<file path="config.mk">
export PLATFORM = sky130hd
export DESIGN_NAME = fetch_unit
export DESIGN_NICKNAME = d
export VERILOG_FILES = /design/src/rtl/fetch_unit.sv
export SDC_FILE = /design/constraint.sdc
export NUM_CORES = 1
export LEC_CHECK = 0
export BUFFER_PORTS_ARGS = -buffer_cell sky130_fd_sc_hd__buf_2
export CAP_MARGIN = 0
export CORE_MARGIN = 2
export CORE_UTILIZATION = 25
export CTS_BUF_LIST = sky130_fd_sc_hd__clkbuf_16
export DETAILED_ROUTE_END_ITERATION = 10
export PLACE_DENSITY_LB_ADDON = 0.08
export SLEW_MARGIN = 15
export SYNTH_ARGS = -nofsm -noshare
export SYNTH_HDL_FRONTEND = slang
export SYNTH_SLANG_ARGS = --single-unit
</file>
<file path="constraint.sdc">
create_clock -name clk -period 3.4 [get_ports clk]
set_input_delay 0.34 -clock clk [delete_from_list [all_inputs] [get_ports clk]]
set_output_delay 0.34 -clock clk [all_outputs]
set_load 0.05 [all_outputs]
</file>
<file path="src/rtl/fetch_unit.sv">
// rtl/fetch_unit.sv - RV32I instruction fetch stage with IF/ID register, hold buffer and redirect flush
module fetch_unit #(
   parameter logic [31:0] RESET_PC = 32'h0000_0000
) (
   input  logic        clk,
   input  logic        rst_n,
   output logic        imem_req,
   output logic [31:0] imem_addr,
   input  logic        imem_ready,
   input  logic        imem_rvalid,
   input  logic [31:0] imem_rdata,
   input  logic        stall_i,
   input  logic        redirect_i,
   input  logic [31:0] redirect_pc,
   output logic        id_valid,
   output logic [31:0] id_inst,
   output logic [31:0] id_pc,
   output logic [24:0] id_imm_field,
   output logic        misalign_o
);

   typedef enum logic [2:0] {
      S_IDLE,
      S_REQ,
      S_WAIT,
      S_HOLD,
      S_DROP
   } state_t;

   state_t      state_q, state_d;
   logic [31:0] pc_q;
   logic [31:0] hbuf_q;
   logic        id_valid_q;
   logic [31:0] id_inst_q;
   logic [31:0] id_pc_q;
   logic        misalign_q;

   logic        hs;
   logic        ld;
   logic        load;
   logic [31:0] load_inst;
   logic        hbuf_wr;

   assign hs = (state_q == S_REQ) & imem_ready;
   assign ld = ~id_valid_q | ~stall_i;

   always_ff @(posedge clk) begin
      if (!rst_n) begin
         state_q <= S_IDLE;
      end else begin
         state_q <= state_d;
      end
   end

   // Redirect overrides every state action; its next state depends on whether
   // a response is still owed by memory (DROP) or not (REQ).
   always_comb begin
      state_d   = state_q;
      load      = 1'b0;
      load_inst = hbuf_q;
      hbuf_wr   = 1'b0;
      case (state_q)
         S_IDLE: state_d = S_REQ;
         S_REQ: begin
            if (hs) state_d = S_WAIT;
         end
         S_WAIT: begin
            if (imem_rvalid) begin
               if (ld) begin
                  load      = 1'b1;
                  load_inst = imem_rdata;
                  state_d   = S_REQ;
               end else begin
                  hbuf_wr = 1'b1;
                  state_d = S_HOLD;
               end
            end
         end
         S_HOLD: begin
            if (ld) begin
               load    = 1'b1;
               state_d = S_REQ;
            end
         end
         S_DROP: begin
            if (imem_rvalid) state_d = S_REQ;
         end
         default: state_d = S_IDLE;
      endcase
      if (redirect_i) begin
         load    = 1'b0;
         hbuf_wr = 1'b0;
         case (state_q)
            S_IDLE:  state_d = S_REQ;
            S_REQ:   state_d = hs ? S_DROP : S_REQ;
            S_WAIT:  state_d = imem_rvalid ? S_REQ : S_DROP;
            S_HOLD:  state_d = S_REQ;
            S_DROP:  state_d = S_DROP;
            default: state_d = S_REQ;
         endcase
      end
   end

   always_comb begin
      imem_req     = (state_q == S_REQ);
      imem_addr    = {pc_q[31:2], 2'b00};
      id_valid     = id_valid_q;
      id_inst      = id_inst_q;
      id_pc        = id_pc_q;
      id_imm_field = id_inst_q[31:7];
      misalign_o   = misalign_q;
   end

   always_ff @(posedge clk) begin
      if (!rst_n) begin
         pc_q       <= RESET_PC;
         hbuf_q     <= 32'h0000_0000;
         id_valid_q <= 1'b0;
         id_inst_q  <= 32'h0000_0013;
         id_pc_q    <= 32'h0000_0000;
         misalign_q <= 1'b0;
      end else begin
         misalign_q <= redirect_i & (|redirect_pc[1:0]);
         if (redirect_i) begin
            pc_q       <= {redirect_pc[31:2], 2'b00};
            id_valid_q <= 1'b0;
         end else begin
            if (hbuf_wr) hbuf_q <= imem_rdata;
            if (load) begin
               id_inst_q  <= load_inst;
               id_pc_q    <= pc_q;
               id_valid_q <= 1'b1;
               pc_q       <= pc_q + 32'd4;
            end else if (ld) begin
               id_valid_q <= 1'b0;
            end
         end
      end
   end

endmodule

</file>
-- Word-level counts from Yosys, hierarchy flattened
Index checks and enable logic that the tools add are counted.
- register bits: 133
- input port bits: 70
- output and inout port bits: 124
- logic and storage cells: 57
- $add $sub $neg: 1
- equal/unequal tests: 8
- muxes and demuxes: 25
- bitwise gates (word level): 7
- reduce and logical (&&, ||, !) cells: 8
- operator list (operator ; count):
    two-way mux 32 bit ; 5
    adder 32 x 3 -> 32 bit (second input constant) ; 1
    two-way mux 3 bit ; 7
    one-hot mux 3 bit (5 select lines) ; 1
    two-way mux 1 bit ; 9
    != test 3 bit (second input constant) ; 3
    one-hot mux 3 bit (3 select lines) ; 1
    == test 3 x 2 -> 1 bit (second input constant) ; 2
    inverter 1 bit ; 4
    AND reduction 2 bit ; 2
    AND reduction 4 bit ; 1
    nonzero test 2 bit ; 2
    OR reduction 2 bit ; 2
    == test 3 x 1 -> 1 bit (second input constant) ; 1
    == test 3 bit (second input constant) ; 1
    zero test 3 bit ; 1
    != test 3 x 1 -> 1 bit (second input constant) ; 1
    AND 1 bit ; 2
    two-way mux 2 bit ; 1
    one-hot mux 1 bit (2 select lines) ; 1
    OR 1 bit ; 1

-- Longest topological paths before layout
Gate-level depths: netlist of run 1.
- depth in word-level cells: 8
- gate-level depth with buffers: 8
- depth with buffers taken out: 5

-- Least setup slack after synthesis of run 1
Ideal clock, no wire load.
- path kind: register to register
- start: reg pc_q[5]
- end: reg pc_q[24]
- library setup time: 0.074 ns
- arrival time: 2.312 ns
- data required time: 3.326 ns
- slack: 1.014 ns
- cell stages (with the launch flop): 6
- buffers on the path: 1
- clock period less this slack: 2.386 ns
- cells stage by stage: dfxtp_1 > nand4_4 > or4_4 > buf_6 > or4_1 > a31oi_1
- cells in the longest elaborated chain, start to end: 3
- ends and longest elaborated chain (element ; RTL line ; source):
    start, declared ; 31 ; logic [31:0] pc_q;
    start signal, assigned ; 125 ; pc_q <= {redirect_pc[31:2], 2'b00};
    start signal, assigned ; 133 ; pc_q <= pc_q + 32'd4;
    adder 32 x 3 -> 32 bit ; 133 ;
    two-way mux 32 bit ; 129 ; if (load) begin
    two-way mux 32 bit ; 124 ; if (redirect_i) begin
No other way between the ends. The select of a mux whose other input is x is not followed.
A chain may end at the register's enable or synchronous reset.

-- Final worst setup path of run 1
- start: reg state_q[1]
- end: reg pc_q[21]
- cells in the longest elaborated chain, start to end: 4
- elaborated cells on any way between the ends: 5
- those cells by class: eq/ne: 2; mux: 2; reduce/logical: 1
- ends and longest elaborated chain (element ; RTL line ; source):
    start, declared ; 30 ; state_t state_q, state_d;
    start signal, assigned ; 51 ; state_q <= state_d;
    == test 3 x 2 -> 1 bit ; 62 ; case (state_q)
    one-hot mux 1 bit (2 select lines) (*) ; 62 ;
    two-way mux 1 bit (*) ; 90 ; if (redirect_i) begin
    nonzero test 2 bit (no source line) (*) ; - ;
Mark *: on every way between the ends. The rest lies on a longest branch, timed or not.

==> flow_summary.toml, run 1 <==
[logic_synthesis]
synth-main-ff-cell = "dfxtp_1"
ys_async_sr_fraction_pct = 0
synth_top_area_share_pct = 44.5
synth_edf_count = 0
yosysTopAreaCell = "dfxtp_1"
yosysWarnings = 0
synth_seq_area_share_pct = 44.5
synthesis.area_sq_mm = 0.00580
ys_ff_latch = 129
ys_types = 54
netlist_instances = 709
avgSynthCellArea_sq_um = 8.18
synth_area_leaders = "dfxtp_1 45%, nand2_1 8.9%, a21oi_1 6.0%"

[drt]
drtIter0Drc = 257
drc = 0
ant_nets = 0
drt-wirelength-per-cell_um = 15.8
drt_pass1_iterations = 4
via_per_inst = 4.83
route.vias.total = 5526
wirelength_mm = 18.1

[worst_setup_path]
path_max_fanout = 15
worstPathRequired_ps = 3740
timing.rr.end = "pc_q[21]"
critPathKind = "register to register"
worstSetupStartpointType = "register"
r2r-start = "state_q[1]"
crit_arrival_ps = 2680
regToRegSetupSlack_ps = 1060
cp-end-kind = "register"
reg2reg_depth = 4

[grt]
grt_util_met2_pct = 25.3
grtUsageTotal_pct = 14.9
grt_pass1_wl_mm = 28.6
grt_overflow = 0
grt_start_max_net_pins = 53
busiest_layer = "met2"
antenna_found_initial = 1
grtUsageMet3_pct = 3.30
first_global_vias = 5355
met1_usage_pct = 18.8

[clocking]
path_clk_slew_ps = 60
cts_tree = "yes"
h-tree-depth = 4
cts_resized = 0
postCtsSetupBuffers = 0
clkLatencyLatePin_ps = 420
root_buffer = "clkbuf_16"
holdBufCountCts = 0
cts_buffer_depth = 2
cts_sinks = 129
cts_made_buffers = 17

[timing]
finalHoldViolCount = 0
hold_slack_ps = 169
fin_skew_ps = 10.6
finalWorstSetupSlack_ps = 1060
finalSetupTns_ps = 0
rsz0062_at_grt = "no"
fin_crit_sh_pct = 68.9
max_freq_ghz = 0.427
slew_viol_final = 0
worstMarginPinSlew_ps = 902
slew_headroom_pct = 39.8
setup_viol = 0
min_period_ps = 2340

[finish]
n_fill_cell = 2422
final_cells = 1144
multi_input_area_sq_mm = 0.00278
drive_gt1_share_pct = 28.1
final_cell_mix = "189 x buf_2, 138 x nand2_1, 129 x dfxtp_1, 70 x a21oi_1, 42 x nor2_1"
area_growth_pct = 27.6
nets = 917
layout_commonest_cell = "buf_2"
antennaDiodeCount = 0
layout.area.seq_sq_mm = 0.00258

[power]
p_per_area_mw_per_mm2 = 537
p_sw_mw = 1.08
vdd_drop_max_uv = 251
pwr-share-clk_pct = 49.6
p_comb_share_pct = 10.0
p_int_mw = 2.90
p_leak_nw = 3.11
total_power_mw = 3.97
switching_share_pct = 27.1
p_seq_share_pct = 40.4

[die]
die_area_sq_mm = 0.0244
initial_utilization_pct = 25.5
num_rows = 55
core_area_sq_mm = 0.0227
die_w_um = 156
io_pins = 194
die_h_um = 156

[hold_path]
min_path_cells = 3
hold_end = "hbuf_q[10]"
worstHoldStart = "imem_rdata[10]"
hold_class = "input port to register"

[run]
maxCapViolCount = 0

[placed_design]
dp.cells = 1112
pre_cts_ws_ps = 1070
port_buffers = 189
globalplace.congestion = 0.773
place_hpwl_mm = 12.4

[outcome]
outcome = "finished, final reports clean"
==> per-stage QoR <==
step | cell area (sq um) | util [%]
floorplan | 5810 | -
global placement | 6770 | 29.8
detailed placement | 6770 | 29.8
CTS | 7400 | 32.6
global route | 7400 | 32.6
finish | 7400 | 32.6
==> worst max-delay path, cell delays in order (launching register included) <==
cell	delay, ps
dfxtp_1	510
nand2b_1	330
or3_1	690
or4_1	580
a31oi_1	160
==> power groups by stage <==
stage          clock [mW]  combinational, mW  sequential, mW
5_1_grt              2.10              0.425            1.61
2_1_floorplan           0              0.171            1.74
3_3_place_gp            0              0.397            1.64
3_5_place_dp            0              0.399            1.64
4_1_cts              2.04              0.400            1.61
6_report             1.97              0.396            1.60
==> layer usage <==
layer / vias to the layer above / wire [um]
li1: 2765 / -
met1: 2586 / 8340
met2: 159 / 8650
met3: 14 / 913
met4: 2 / 193
met5: - / 13
==> layout make-up <==
cell class,instances,area share [%]
multi-input cells,490,37.5
flip-flops and latches,129,34.9
repair buffers,199,13.8
clock buffers,17,5.75
well taps,285,4.82
clock inverters,15,2.79
inverters,9,0.473
==> sequential cells by signal, summed over array words and instances, names as in the netlist <==
| register | cells |
|---|---|
| hbuf_q | 32 |
| id_inst | 32 |
| id_pc | 30 |
| pc_q | 30 |
| state_q | 3 |
| id_valid | 1 |
| misalign_o | 1 |
==> cell usage after synthesis (9+ instances only) <==
library cell  instances
o31ai_1              11
nor2_1               42
mux2i_1              32
a31oi_1              15
a21oi_1              70
nand3_1              16
buf_4                29
nand2_1             138
clkbuf_1             47
a211oi_1             31
nor3_1                9
or4_1                14
dfxtp_1             129
o21ai_0              29
==> cells by family after synthesis <==
group	after synthesis	share of synthesized area [%]
multiplexers	32	5.52
AO/OA/AOI/OAI	180	19.2
buffers and inverters	93	8.11
flip-flops	129	44.5
AND/OR/NAND/NOR	266	21.4
other	1	0.0646
adder cells (fa/ha/maj)	1	0.216
XOR/XNOR	7	1.06
==> worst max path at each step <==
stage / startpoint / endpoint / slack, ps
floorplan: pc_q[5] / pc_q[24] / 1010
global placement: state_q[1] / pc_q[21] / 1140
detailed placement: state_q[1] / pc_q[21] / 1070
CTS: state_q[1] / pc_q[21] / 1050
global route: state_q[1] / pc_q[21] / 900
finish: state_q[1] / pc_q[21] / 1060
No activity file was read; power rests on OpenSTA's default activity.
==> run 2: changes to the inputs <==
==> constraint.sdc (replaced) <==
create_clock -name clk -period 2.2 [get_ports clk]
set_input_delay 0.22 -clock clk [delete_from_list [all_inputs] [get_ports clk]]
set_output_delay 0.22 -clock clk [all_outputs]
set_load 0.05 [all_outputs]
==> flow_summary.toml, run 2 (synthesized netlist as in run 1, its figures left out) <==
[finish]
final_cell_mix = "189 x buf_2, 138 x nand2_1, 118 x dfxtp_1, 70 x a21oi_1, 42 x nor2_1"
drive_gt1_share_pct = 30.6
area_growth_pct = 30.0
multi_input_area_sq_mm = 0.00278
nets = 935
n_fill_cell = 2445
layout.area.seq_sq_mm = 0.00260
fin_util_pct = 33.2
layout_commonest_cell = "buf_2"

[grt]
grt_pass1_wl_mm = 29.2
first_global_vias = 5370
grt_overflow = 0
grtUsageTotal_pct = 15.3
antenna_found_initial = 1
grt_start_max_net_pins = 60

[drt]
drt_pass1_iterations = 4
ant_nets = 0
route.vias.total = 5590
drc = 0
drtIter0Drc = 287
drt-wirelength-per-cell_um = 16.1
via_per_inst = 4.81
wirelength_mm = 18.7

[worst_setup_path]
worstPathRequired_ps = 2500
crit_arrival_ps = 2320
critPathKind = "register to register"
crit_path_max_incr_delay_ps = 650
cp-end-kind = "register"
crit_chain = "nand4_1 -> or4_1 -> or2_2 -> a211o_1"
path_max_fanout = 6
worstSetupStartpointType = "register"
regToRegSetupSlack_ps = 180
slowest_stage = "or4_1"

[timing]
fin_skew_ps = 7.99
setup_viol = 0
fin_crit_sh_pct = 91.9
worstMarginPinSlew_ps = 583
hold_slack_ps = 45.4
slew_headroom_pct = 61.1
finalWorstSetupSlack_ps = 179
min_period_ps = 2020
max_freq_ghz = 0.495
finalSetupTns_ps = 0
rsz0062_at_grt = "no"
finalHoldViolCount = 0
slew_viol_final = 0

[outcome]
outcome = "finished, final reports clean"

[clocking]
path_clk_slew_ps = 60
cts_buffer_depth = 2
holdBufCountCts = 0
cts_made_buffers = 17
cts_tree = "yes"
root_buffer = "clkbuf_16"
clkLatencyLatePin_ps = 420
postCtsSetupBuffers = 0
cts_sinks = 129
h-tree-depth = 4
cts_resized = 0

[die]
initial_utilization_pct = 25.5
io_pins = 194
die_h_um = 156
core_area_sq_mm = 0.0227
die_w_um = 156
num_rows = 55
die_area_sq_mm = 0.0244

[placed_design]
globalplace.congestion = 0.832
place_hpwl_mm = 13.1
port_buffers = 189
pre_cts_ws_ps = 188

[hold_path]
hold_class = "input port to register"

[power]
p_leak_nw = 3.19
vdd_drop_max_uv = 393
p_per_area_mw_per_mm2 = 797

[run]
maxCapViolCount = 0
[run 2: cell count changes in the layout (fill, tap and decap cells not counted), sizes merged]
cell / delta
bufinv: -1
buf: +18
clkinv: +1
diode: +1
inv: -2
clkinvlp: +1
[run 2: area by class of cell]
cell class	count	area share (%)
well taps	285	4.73
diodes	1	0.0332
inverters	9	0.465
clock inverters	14	2.21
multi-input cells	490	36.8
clock buffers	17	5.64
repair buffers	217	15.7
flip-flops and latches	129	34.4
[run 2: path summary, 6_finish.rpt]
path / startpoint / to / cells after the start
worst max register to register: pc_q[17] / pc_q[25] / 4
worst min register to register: id_pc[9] / id_pc[9] / 2
worst min-delay path: imem_rdata[10] / hbuf_q[10] / 3
worst max-delay path: pc_q[17] / pc_q[25] / 4
[run 2: layer usage]
layer / track usage, % / wire [um] / vias up
met1: 18.9 / 8520 / 2618
li1: - / - / 2786
met4: 3.84 / 186 / 0
met3: 4.38 / 1100 / 13
met2: 26.2 / 8900 / 173
met5: 0 / 0 / -
[run 2: through the flow]
step	power (mW)	std cells	instance area [sq um]
after floorplan	2.95	712	5830
after global placement	3.18	1130	6950
after detailed placement	3.18	1130	6950
after CTS	6.11	1161	7540
after global routing	6.28	1161	7540
final	6.01	1162	7540
[run 2: where the power goes]
part | switching [mW] | total (mW) | internal [mW]
combinational | 0.463 | 0.657 | 0.194
sequential | 0.0728 | 2.47 | 2.40
clock | 1.11 | 2.89 | 1.77
total | 1.65 | 6.01 | 4.36
[run 2: critical path, delay by kind of cell, from the launching register on]
family / cells / cell delay, ps
AND/OR/NAND/NOR: 3 / 1220
flip-flops: 1 / 420
AO/OA/AOI/OAI: 1 / 260
